File: src/rtl/fb_burst_reader.sv
// Wishbone burst master streaming a framebuffer from SDRAM into a pixel FIFO write port.
// Optional double buffering is enabled by defining FB_DOUBLE_BUFFER_EN.
module fb_burst_reader #(
    parameter int unsigned HDISP       = 800,
    parameter int unsigned VDISP       = 480,
    parameter int unsigned BURST_LEN   = 8,
    parameter int unsigned DEPTH_WIDTH = 8
) (
    input  logic                   clk,
    input  logic                   rst,
    input  logic                   enable,
    input  logic [31:0]            fb_base0,
    input  logic [31:0]            fb_base1,
    input  logic                   swap_req,
    input  logic [DEPTH_WIDTH:0]   fifo_free,
    output logic                   fifo_write,
    output logic [31:0]            fifo_wdata,
    output logic [31:0]            adr,
    input  logic [31:0]            dat_sm,
    input  logic                   ack,
    input  logic                   err,
    output logic                   cyc,
    output logic                   stb,
    output logic                   we,
    output logic [3:0]             sel,
    output logic [2:0]             cti,
    output logic [1:0]             bte,
    output logic                   frame_start,
    output logic                   active_buf,
    output logic                   err_flag
);

    localparam int unsigned NWORDS = HDISP * VDISP;
    localparam int unsigned WW     = (NWORDS > 1) ? $clog2(NWORDS) : 1;
    localparam int unsigned CW     = $clog2(BURST_LEN + 1);

    typedef enum logic [1:0] {IDLE, CHECK, BURST, GAP} state_t;

    state_t          state_q, state_d;
    logic [WW-1:0]   w_q, w_d;
    logic [CW-1:0]   cnt_q, cnt_d;
    logic [CW-1:0]   len_q, len_d;
    logic            cyc_q, cyc_d;
    logic            fs_q, fs_d;
    logic            err_q, err_d;
    logic [31:0]     base_q, base_d;
    logic            buf_q, buf_d;

    logic [31:0]     remaining;
    logic [CW-1:0]   len_c;
    logic            room;
    logic            last_beat;
    logic [WW-1:0]   w_next;

`ifdef FB_DOUBLE_BUFFER_EN
    logic            pend_q, pend_d;
`else
    logic            unused_db;
    assign unused_db = ^{fb_base1, swap_req};
`endif

    assign remaining = NWORDS - 32'(w_q);
    assign len_c     = (remaining < BURST_LEN) ? CW'(remaining) : CW'(BURST_LEN);
    // Registered go/no-go: fifo_free only reaches stb through cyc_q.
    assign room      = 32'(fifo_free) >= 32'(len_c);
    assign last_beat = (cnt_q == len_q - CW'(1));
    assign w_next    = (32'(w_q) == NWORDS - 1) ? '0 : w_q + WW'(1);

    always_comb begin
        state_d    = state_q;
        w_d        = w_q;
        cnt_d      = cnt_q;
        len_d      = len_q;
        cyc_d      = cyc_q;
        fs_d       = 1'b0;
        err_d      = err_q;
        base_d     = base_q;
        buf_d      = buf_q;
        fifo_write = 1'b0;
        fifo_wdata = 32'h0;
        cti        = 3'b000;
`ifdef FB_DOUBLE_BUFFER_EN
        pend_d     = pend_q;
`endif
        case (state_q)
            IDLE: begin
                w_d = '0;
                if (enable) state_d = CHECK;
            end
            CHECK: begin
                if (room) begin
                    cyc_d   = 1'b1;
                    cnt_d   = '0;
                    len_d   = len_c;
                    state_d = BURST;
                    if (w_q == '0) begin
                        fs_d = 1'b1;
`ifdef FB_DOUBLE_BUFFER_EN
                        buf_d  = buf_q ^ pend_q;
                        pend_d = 1'b0;
                        base_d = (buf_q ^ pend_q) ? fb_base1 : fb_base0;
`else
                        base_d = fb_base0;
`endif
                    end
                end
            end
            BURST: begin
                cti = last_beat ? 3'b111 : 3'b010;
                if (ack || err) begin
                    // An errored beat still writes a word so pixels stay aligned.
                    fifo_write = 1'b1;
                    fifo_wdata = err ? 32'h0 : dat_sm;
                    if (err) err_d = 1'b1;
                    w_d   = w_next;
                    cnt_d = cnt_q + CW'(1);
                    if (last_beat) begin
                        cyc_d   = 1'b0;
                        state_d = GAP;
                    end
                end
            end
            GAP: begin
                state_d = enable ? CHECK : IDLE;
            end
            default: state_d = IDLE;
        endcase
`ifdef FB_DOUBLE_BUFFER_EN
        // Set after the frame-start clear so a same-cycle request waits a frame.
        if (swap_req) pend_d = 1'b1;
`endif
    end

    always_ff @(posedge clk) begin
        if (rst) begin
            state_q <= IDLE;
            w_q     <= '0;
            cnt_q   <= '0;
            len_q   <= '0;
            cyc_q   <= 1'b0;
            fs_q    <= 1'b0;
            err_q   <= 1'b0;
            base_q  <= fb_base0;
            buf_q   <= 1'b0;
`ifdef FB_DOUBLE_BUFFER_EN
            pend_q  <= 1'b0;
`endif
        end else begin
            state_q <= state_d;
            w_q     <= w_d;
            cnt_q   <= cnt_d;
            len_q   <= len_d;
            cyc_q   <= cyc_d;
            fs_q    <= fs_d;
            err_q   <= err_d;
            base_q  <= base_d;
            buf_q   <= buf_d;
`ifdef FB_DOUBLE_BUFFER_EN
            pend_q  <= pend_d;
`endif
        end
    end

    assign adr         = base_q + (32'(w_q) << 2);
    assign cyc         = cyc_q;
    assign stb         = cyc_q;
    assign we          = 1'b0;
    assign sel         = 4'b1111;
    assign bte         = 2'b00;
    assign frame_start = fs_q;
    assign active_buf  = buf_q;
    assign err_flag    = err_q;

endmodule

File: config.mk
export PLATFORM = sky130hd
export DESIGN_NAME = fb_burst_reader
export DESIGN_NICKNAME = d
export VERILOG_FILES = /design/src/rtl/fb_burst_reader.sv
export SDC_FILE = /design/constraint.sdc
export NUM_CORES = 1
export LEC_CHECK = 0
export ABC_AREA = 1
export BUFFER_PORTS_ARGS = -buffer_cell sky130_fd_sc_hd__buf_2
export CORE_MARGIN = 10
export CORE_UTILIZATION = 47
export DETAILED_ROUTE_END_ITERATION = 12
export PLACE_DENSITY = 0.86
export SKIP_LAST_GASP = 1
export SYNTH_ARGS = -nofsm -noshare
export SYNTH_HDL_FRONTEND = slang
export SYNTH_SLANG_ARGS = --single-unit
File: constraint.sdc
create_clock -name clk -period 4.4 [get_ports clk]
set_input_delay 0.66 -clock clk [delete_from_list [all_inputs] [get_ports clk]]
set_output_delay 0.66 -clock clk [all_outputs]
set_load 0.01 [all_outputs]
==> impl_metrics.toml, run 1 <==
[outcome]
run_status = "finished, final reports clean"

[logic_synthesis]
synth_seq_cells = 64
yosysWarnings = 0
syn_area_per_cell_um2 = 6.92
syn_inst = 747
yosysUniqueCellTypes = 43
async_flop_share_pct = 0
synth_edf_count = 32
syn_area_um2 = 5170
synthFlopType = "edfxtp_1"
ys_seq_area_share_pct = 31.0

[critical_path]
crit_type = "reg -> reg"
path_delay_family = "simple AND/OR/NAND/NOR gates"
cpPeakStageDelay_ps = 360
slowest_stage = "dfxtp_1"
r2r_slack_ps = 680
crit_chain = "inv_1 -> ha_1 -> nand2_2 -> nor2_2 -> nand3_2 -> nand2_2 -> inv_1 -> nor2_1 -> nand3_1 -> nor2_4 -> nand4_2 -> ha_1 -> o21ai_0 -> nand2_1 -> a21oi_1 -> o21ai_0 -> nand2_1 -> inv_1 -> nand4_1 -> nand2_1 -> buf_12"
crit_required_ps = 4450
r2r_start = "w_q[0]$_SDFFE_PP0P_"
arrival_ps = 3770
startpoint_type = "flop"
endpoint_kind = "flop"
worst-r2r-cell-count = 21
r2r_end = "base_q[21]$_DFFE_PP_"
crit_fanout = 32
crit_buf_inv = 4

[min_path]
hold_depth = 1
min_to = "base_q[9]$_DFFE_PP_"
min_path_type = "in -> reg"
hold_start = "fb_base0[9]"

[clock_tree]
htreeDepth = 3
clock_path_buffers = 2
cts_resized = 0
clock_latency_ps = 370
cts_sinks = 64
path_clk_slew_ps = 80
root_buffer = "clkbuf_8"
post_cts_buffers = 0
cts_hold_buf = 0
cts_tree = "yes"
cts_buffers = 9

[floorplan]
core_area_um2 = 10800
dieWidth_um = 125
ios = 191
start_util_pct = 47.9
dieHeight_um = 125
dieArea_um2 = 15600
std_cell_rows = 38

[detailed_routing]
remaining_drc_errors = 0
ant_nets = 0
dr.pass1.iters = 5
wl_um = 15300
drt_iter0_markers = 284
via_per_inst = 5.14
routedWlPerCell_um = 14.8
vias = 5298

[layout]
layout_common_cells = "nand2_1 (183), buf_2 (149), nor2_1 (106)"
area_delta_synth_final_pct = 18.5
layout-drive-gt1-share_pct = 23.5
finalNonFillerCells = 1031
final_nets = 1029
mostFrequentLayoutCell = "nand2_1"
diodes = 0

[power]
p_sw_uw = 878
pwr-share-clk_pct = 20.9
intPower_mw = 1.25
vdd_ir_drop_max_v = 0.000405
power.total_mw = 2.12
power.leakage_nw = 3.03
netSwitchingFraction_pct = 41.3
p_seq_share_pct = 38.2
power_density_nw_per_um2 = 347
combPwrFrac_pct = 40.9

[global_routing]
grt_pass1_vias = 5146
grt_max_degree = 35
antenna_found_initial = 0
met3_usage_pct = 7.32
top_usage_layer = "met2"
grt.overflow.total = 0
grtUsageMet2_pct = 30.9
grt_pass1_wl_um = 24500
track_usage_pct = 18.8
grt_use_met1_pct = 22.1

[placement]
dp.cells = 1015
port_buffers = 149
gp_congestion = 0.934
dpl.hpwl_um = 12300

[timing]
max_slew_margin_pct = 65.1
period_needed_ps = 3720
setup_violations = 0
setup_tns_ps = 0
timing.final.crit_share_pct = 84.5
timing.fmax_mhz = 269
maxSlewViolCount = 0
hold_viol_final = 0
skew_ps = 21.4
tightest_slew_ps = 523
grt_setup_unrepaired = "no"

[flow_run]
cap_violations = 0
==> metrics by stage <==
| stage | hold slack, ps | setup WS [ps] | area, um2 | utilization, % |
|---|---|---|---|---|
| 2_1_floorplan | 480 | 785 | 5190 | - |
| 3_3_place_gp | 444 | 783 | 5960 | 55.2 |
| 3_5_place_dp | 460 | 716 | 5960 | 55.2 |
| 4_1_cts | 455 | 689 | 6130 | 56.8 |
| 5_1_grt | 458 | 253 | 6130 | 56.8 |
| 6_report | 464 | 680 | 6130 | 56.8 |
==> cells by family after synthesis <==
kind of cell	count (synthesis)	share of synthesized area, %
buffers and inverters	113	9.54
DFF	64	31.0
other	2	0.145
xor gates and xnor gates	41	6.95
AOI/OAI and AO/OA	102	10.7
adders and majority gates	32	7.89
and+or+nand+nor	393	33.8
==> routing by layer <==
layer	routed length, um	part of all wire (%)	vias up
li1	-	-	2694
met1	6430	42	2357
met2	7080	46	230
met3	1520	9.9	17
met4	231	1.5	0
met5	0	0	-
==> cell usage after synthesis (3+ instances only) <==
library cell | number | area share, %
nand2_1 | 183 | 13
nor2_1 | 106 | 7.7
inv_1 | 71 | 5.2
a21oi_1 | 54 | 5.2
nand3_1 | 42 | 4.1
dfxtp_1 | 32 | 12
edfxtp_1 | 32 | 19
ha_1 | 31 | 7.5
o21ai_0 | 31 | 3.0
xor2_1 | 26 | 4.4
xnor2_1 | 15 | 2.5
nor3_1 | 14 | 1.4
inv_2 | 13 | 0.94
buf_4 | 12 | 1.7
nand4_1 | 11 | 1.3
clkbuf_1 | 8 | 0.58
buf_2 | 7 | 0.68
nor2_2 | 7 | 0.85
nor2_4 | 6 | 1.3
nand2_2 | 4 | 0.48
nor3_2 | 4 | 0.77
nor4_1 | 4 | 0.48
o21ai_1 | 4 | 0.39
o21a_1 | 3 | 0.44
==> power by group through the flow <==
stage | registers, mW | clock network (mW) | logic [mW]
floorplan | 0.805 | 0 | 0.601
global placement | 0.821 | 0 | 0.854
detailed placement | 0.822 | 0 | 0.872
CTS | 0.812 | 0.452 | 0.877
global route | 0.823 | 0.471 | 0.988
finish | 0.812 | 0.443 | 0.870
==> layout make-up <==
type	count	area, um2
fill	1018	4670
multi-input combinational	576	3100
sequential	64	1600
timing repair buffer	151	773
inverter	84	315
tap	140	175
clock buffer	10	128
clock inverter	6	36.3
==> worst register-to-register path: stages (launching register included) <==
cell and delay, ps:
dfxtp_1 360, inv_1 190, ha_1 320, nand2_2 90
nor2_2 150, nand3_2 100, nand2_2 100, inv_1 40
nor2_1 70, nand3_1 110, nor2_4 190, nand4_2 110
ha_1 280, o21ai_0 70, nand2_1 60, a21oi_1 50
o21ai_0 250, nand2_1 110, inv_1 200, nand4_1 140
nand2_1 140, buf_12 220
==> sequential cells by signal, indices dropped and copies added (netlist names) <==
name         flops
w_q             19
base_q          32
cnt_q            4
state_q          2
len_q            4
frame_start      1
err_flag         1
cyc              1
==> how the worst max path moves through the flow <==
| stage | from | end | depth (start not counted) |
|---|---|---|---|
| 2_1_floorplan | w_q[0]$_SDFFE_PP0P_ | base_q[0]$_DFFE_PP_ | 22 |
| 3_3_place_gp | w_q[0]$_SDFFE_PP0P_ | base_q[28]$_DFFE_PP_ | 21 |
| 3_5_place_dp | w_q[0]$_SDFFE_PP0P_ | base_q[29]$_DFFE_PP_ | 21 |
| 4_1_cts | w_q[0]$_SDFFE_PP0P_ | base_q[21]$_DFFE_PP_ | 21 |
| 5_1_grt | w_q[0]$_SDFFE_PP0P_ | base_q[28]$_DFFE_PP_ | 23 |
| 6_report | w_q[0]$_SDFFE_PP0P_ | base_q[21]$_DFFE_PP_ | 21 |
Note: power is estimated with default switching activity, not from simulation.
==> run 2: changes to the inputs <==
clock period = 3.5 ns   (was 4.4 ns; I/O delays follow)
==> run 2 against run 1 <==
First-iteration DRC count increased by 20%. Cell count increased by 1.5%. Global-route usage increased by 0.31 points. Non-clock buffer count increased by 15. Wire length increased by 1.8%. Critical path type is now reg -> out. Largest power group unchanged.
==> impl_metrics.toml, run 2 (same netlist as run 1, synthesis figures left out) <==
[outcome]
run_status = "finished, final reports clean"

[timing]
skew_ps = 9.26
tightest_slew_ps = 533
timing.fmax_mhz = 308
setup_violations = 0
grt_setup_unrepaired = "no"
hold_ws_ps = 328
maxSlewViolCount = 0
period_needed_ps = 3250
timing.final.crit_share_pct = 92.9
hold_viol_final = 0
setup_ws_ps = 249
max_slew_margin_pct = 64.4
setup_tns_ps = 0

[detailed_routing]
vias = 5354
wl_um = 15500
remaining_drc_errors = 0
dr.pass1.iters = 6
via_per_inst = 5.12
routedWlPerCell_um = 14.8
ant_nets = 0
drt_iter0_markers = 340

[layout]
final_nets = 1044
top_register = "base_q"
mostFrequentLayoutCell = "nand2_1"
layout_common_cells = "nand2_1 (182), buf_2 (149), nor2_1 (105)"
reg_top3 = "base_q x32, w_q x19"
layout-drive-gt1-share_pct = 25.4
diodes = 0
largest_reg_flops = 32
area_delta_synth_final_pct = 21.7

[critical_path]
crit_fanout = 8
r2r_start = "w_q[11]$_SDFFE_PP0P_"
r2r_slack_ps = 300
endpoint_kind = "output port"
crit_type = "reg -> out"
startpoint_type = "flop"
crit_required_ps = 2970
arrival_ps = 2730
worst-r2r-cell-count = 19
r2r_end = "base_q[19]$_DFFE_PP_"

[min_path]
min_to = "base_q[30]$_DFFE_PP_"
min_path_type = "in -> reg"
hold_start = "fb_base0[30]"
hold_depth = 1

[clock_tree]
path_clk_slew_ps = 70
clock_path_buffers = 2
cts_sinks = 64
clock_latency_ps = 370
root_buffer = "clkbuf_8"
cts_tree = "yes"
htreeDepth = 3
cts_buffers = 9

[floorplan]
dieWidth_um = 125
std_cell_rows = 38
ios = 191
start_util_pct = 47.9
core_area_um2 = 10800
dieArea_um2 = 15600
dieHeight_um = 125

[global_routing]
grt_max_degree = 35
grt.overflow.total = 0
grt_pass1_wl_um = 24900
track_usage_pct = 19.2
grt_pass1_vias = 5213
antenna_found_initial = 0

[power]
power.total_mw = 2.80
power_density_nw_per_um2 = 446
power.leakage_nw = 3.13
vdd_ir_drop_max_v = 0.000320

[placement]
gp_congestion = 0.965
port_buffers = 149
place_ws_ps = 126
dpl.hpwl_um = 12600

[flow_run]
cap_violations = 0
==> run 2: cell types whose count changed in the layout (fill, tap and decap cells not counted), moves of 2 or more <==
cell | before | now
buf_4 | 1 | 16
clkbuf_1 | 1 | 3
clkbuf_16 | 0 | 2
clkinvlp_4 | 2 | 0
dfxtp_1 | 32 | 28
dfxtp_2 | 0 | 4
o21ai_0 | 31 | 28
o21ai_1 | 4 | 7
==> run 2: power by group <==
group | internal, mW | leakage [nW] | switching, mW | total, mW
clock network | 0.342 | 0.0989 | 0.298 | 0.641
logic | 0.425 | 2.45 | 0.721 | 1.15
registers | 0.929 | 0.580 | 0.0871 | 1.02
total | 1.70 | 3.13 | 1.11 | 2.80
==> run 2: what timing repair did <==
action	4_1_cts	5_1_grt
endpoints found under the setup margin	0	45
gates resized for setup	0	10
setup buffers	0	2
hold buffers	0	0
==> run 2: worst max path at each step <==
stage | from | end | slack [ps] | depth (start not counted)
after floorplan | w_q[0]$_SDFFE_PP0P_ | base_q[0]$_DFFE_PP_ | 160 | 22
after global placement | w_q[1]$_SDFFE_PP0P_ | base_q[21]$_DFFE_PP_ | 180 | 23
after detailed placement | w_q[0]$_SDFFE_PP0P_ | base_q[2]$_DFFE_PP_ | 130 | 23
after CTS | w_q[0]$_SDFFE_PP0P_ | base_q[21]$_DFFE_PP_ | 100 | 23
after global routing | w_q[0]$_SDFFE_PP0P_ | cnt_q[1]$_SDFFE_PP0P_ | 10 | 24
final | w_q[2]$_SDFFE_PP0P_ | adr[17] | 250 | 9
==> run 2: layout make-up <==
type                       count  area (um2)
sequential                    64        1610
inverter                      84         315
clock inverter                 2        10.0
multi-input combinational    576        3110
clock buffer                  14         185
tap                          140         175
fill                         993        4500
timing repair buffer         166         886
==> run 2: metal layers <==
metal | GRT usage [%] | up-vias | wire, um
met5 | 0 | - | 0
met4 | 5.22 | 0 | 224
met3 | 6.85 | 20 | 1450
met2 | 31.8 | 236 | 7230
met1 | 22.9 | 2377 | 6620
li1 | - | 2721 | -
==> run 2: worst max-delay path, stage by stage (launching register included) <==
cell      delay (ps)
dfxtp_2          470
ha_1             330
a21oi_1          160
nand2_1          150
a21boi_1         320
o21ai_0          230
a21oi_1          280
o21ai_1          130
xor2_1           140
buf_2            150
==> run 2: per-stage QoR <==
stage	util, %	instance area, um2	instances
5_1_grt	58.3	6290	1046
3_5_place_dp	56.2	6060	1028
4_1_cts	58.0	6260	1044
6_report	58.3	6290	1046
2_1_floorplan	-	5190	753
3_3_place_gp	56.2	6060	1028
==> run 3: changes to the inputs <==
CORE_ASPECT_RATIO = 2   (was not set)
==> run 3 against run 2 <==
Flip-flop and latch count stayed put. Fmax is 2.7% lower. Clock skew is 3.0 ps lower. Non-clock buffer count is 13 higher. Count of clock-buffer cells in the layout is 3 lower. Wire length is 14% higher. Cell count is 1.2% higher. Hold slack better by 28 ps. First-iteration DRC count is 9.1% lower. Setup slack worse by 90 ps. Clock power is 33% higher. Critical endpoint is now base_q[17]$_DFFE_PP_. Largest power group unchanged. Highest routed layer unchanged.
==> impl_metrics.toml, run 3 (same netlist as run 1, synthesis figures left out) <==
[layout]
reg_top3 = "base_q x32, w_q x19"
final_nets = 1057
multi_input_area_um2 = 3170
area_delta_synth_final_pct = 27.6
final_cell_area_um2 = 6600
largest_reg_flops = 32
seq_area_um2 = 1620
top_register = "base_q"
finalNonFillerCells = 1059
nFillCells = 981
mostFrequentLayoutCell = "nand2_1"
layout_common_cells = "nand2_1 (182), buf_2 (149), nor2_1 (98)"
diodes = 0
layout-drive-gt1-share_pct = 28.5

[floorplan]
std_cell_rows = 54
dieHeight_um = 168
start_util_pct = 47.8
dieArea_um2 = 15800
core_area_um2 = 10800
dieWidth_um = 94.2
ios = 191

[detailed_routing]
wl_um = 17700
drt_iter0_markers = 309
dr.pass1.iters = 5
routedWlPerCell_um = 16.7
via_per_inst = 5.39
vias = 5703
ant_nets = 0
remaining_drc_errors = 0

[power]
vdd_ir_drop_max_v = 0.000317
power_density_nw_per_um2 = 479
power.total_mw = 3.16
power.leakage_nw = 3.28

[timing]
hold_viol_final = 0
maxSlewViolCount = 0
timing.final.crit_share_pct = 95.5
setup_violations = 0
period_needed_ps = 3340
hold_ws_ps = 357
skew_ps = 6.25
timing.fmax_mhz = 299

[critical_path]
path_delay_family = "simple AND/OR/NAND/NOR gates"
slowest_stage = "dfxtp_1"
arrival_ps = 3400
crit_required_ps = 3560
endpoint_kind = "flop"
crit_buf_inv = 6
startpoint_type = "flop"
path_depth = 22
worst-r2r-cell-count = 22
crit_fanout = 6
crit_chain = "inv_2 -> ha_4 -> inv_1 -> nor2_2 -> nand3_1 -> nand2_1 -> nand2_1 -> inv_1 -> nand2_1 -> nor2_2 -> nand3_2 -> nor2_4 -> buf_4 -> nand4_2 -> ha_1 -> a21oi_1 -> o21ai_1 -> nand2_1 -> inv_2 -> nand4_1 -> nand2_4 -> clkbuf_16"
cpPeakStageDelay_ps = 320
path_common_cell = "nand2_1"
r2r_slack_ps = 160
crit_type = "reg -> reg"

[clock_tree]
cts_buffers = 9
htreeDepth = 3
root_buffer = "clkbuf_16"
path_clk_slew_ps = 50
cts_tree = "yes"
clock_latency_ps = 340
cts_sinks = 64
cts_hold_buf = 0
clock_path_buffers = 2

[min_path]
min_path_type = "in -> reg"
hold_depth = 1

[global_routing]
track_usage_pct = 21.4
grt_pass1_vias = 5868
grt_max_degree = 37
grt_pass1_wl_um = 27100
antenna_found_initial = 0
grt.overflow.total = 0

[outcome]
run_status = "finished, final reports clean"

[placement]
gp_congestion = 0.978
port_buffers = 149
dp.cells = 1039
place_area_um2 = 6160
dpl.hpwl_um = 13900

[flow_run]
cap_violations = 0
==> run 3: report_power, final <==
group          internal (mW)  switching [mW]  total, mW
registers              0.929          0.0929       1.02
logic                  0.485           0.795       1.28
clock network          0.515           0.339      0.854
total                   1.93            1.23       3.16
==> run 3: through the flow <==
step	setup WS [ps]	TNS, ps	utilization [%]
after floorplan	162	0	-
after global placement	124	0	57.0
after detailed placement	75.4	0	57.0
after CTS	55.5	0	59.6
after global routing	-60.9	-1350	61.0
final	158	0	61.0
==> run 3: worst reg2reg max path: stages, from the launching register on <==
cell       delay, ps
dfxtp_1          320
inv_2             90
ha_4             170
inv_1             60
nor2_2            90
nand3_1           70
nand2_1           60
nand2_1           50
inv_1             70
nand2_1           60
nor2_2           150
nand3_2          100
nor2_4           180
buf_4            140
nand4_2          100
ha_1             300
a21oi_1           60
o21ai_1          180
nand2_1          110
inv_2             80
nand4_1          180
nand2_4          240
clkbuf_16        200
==> run 3: worst paths after layout <==
| path | end | start |
|---|---|---|
| max | base_q[17]$_DFFE_PP_ | w_q[1]$_SDFFE_PP0P_ |
| min | base_q[0]$_DFFE_PP_ | fb_base0[0] |
| max reg2reg | base_q[17]$_DFFE_PP_ | w_q[1]$_SDFFE_PP0P_ |
| min reg2reg | err_flag$_SDFFE_PP0P_ | err_flag$_SDFFE_PP0P_ |
==> run 3: layout make-up <==
type                            instances  area share [%]
Clock buffer                           11            3.83
Timing Repair Buffer                  179            15.7
Clock inverter                          5           0.455
Inverter                               84            4.78
Tap cell                              140            2.66
Multi-Input combinational cell        576            48.1
Sequential cell                        64            24.5
==> run 3: what timing repair did <==
action	in CTS	in global routing
setup buffers	0	1
endpoints found under the setup margin	0	41
hold endpoints to repair	0	0
gates resized for setup	0	34
==> run 3: per-layer routing <==
layer / vias up / share of wire [%] / track usage, %
li1: 2759 / - / -
met1: 2592 / 31 / 18.0
met2: 264 / 55 / 39.5
met3: 88 / 6.4 / 6.59
met4: 0 / 7.3 / 16.1
met5: - / 0 / 0
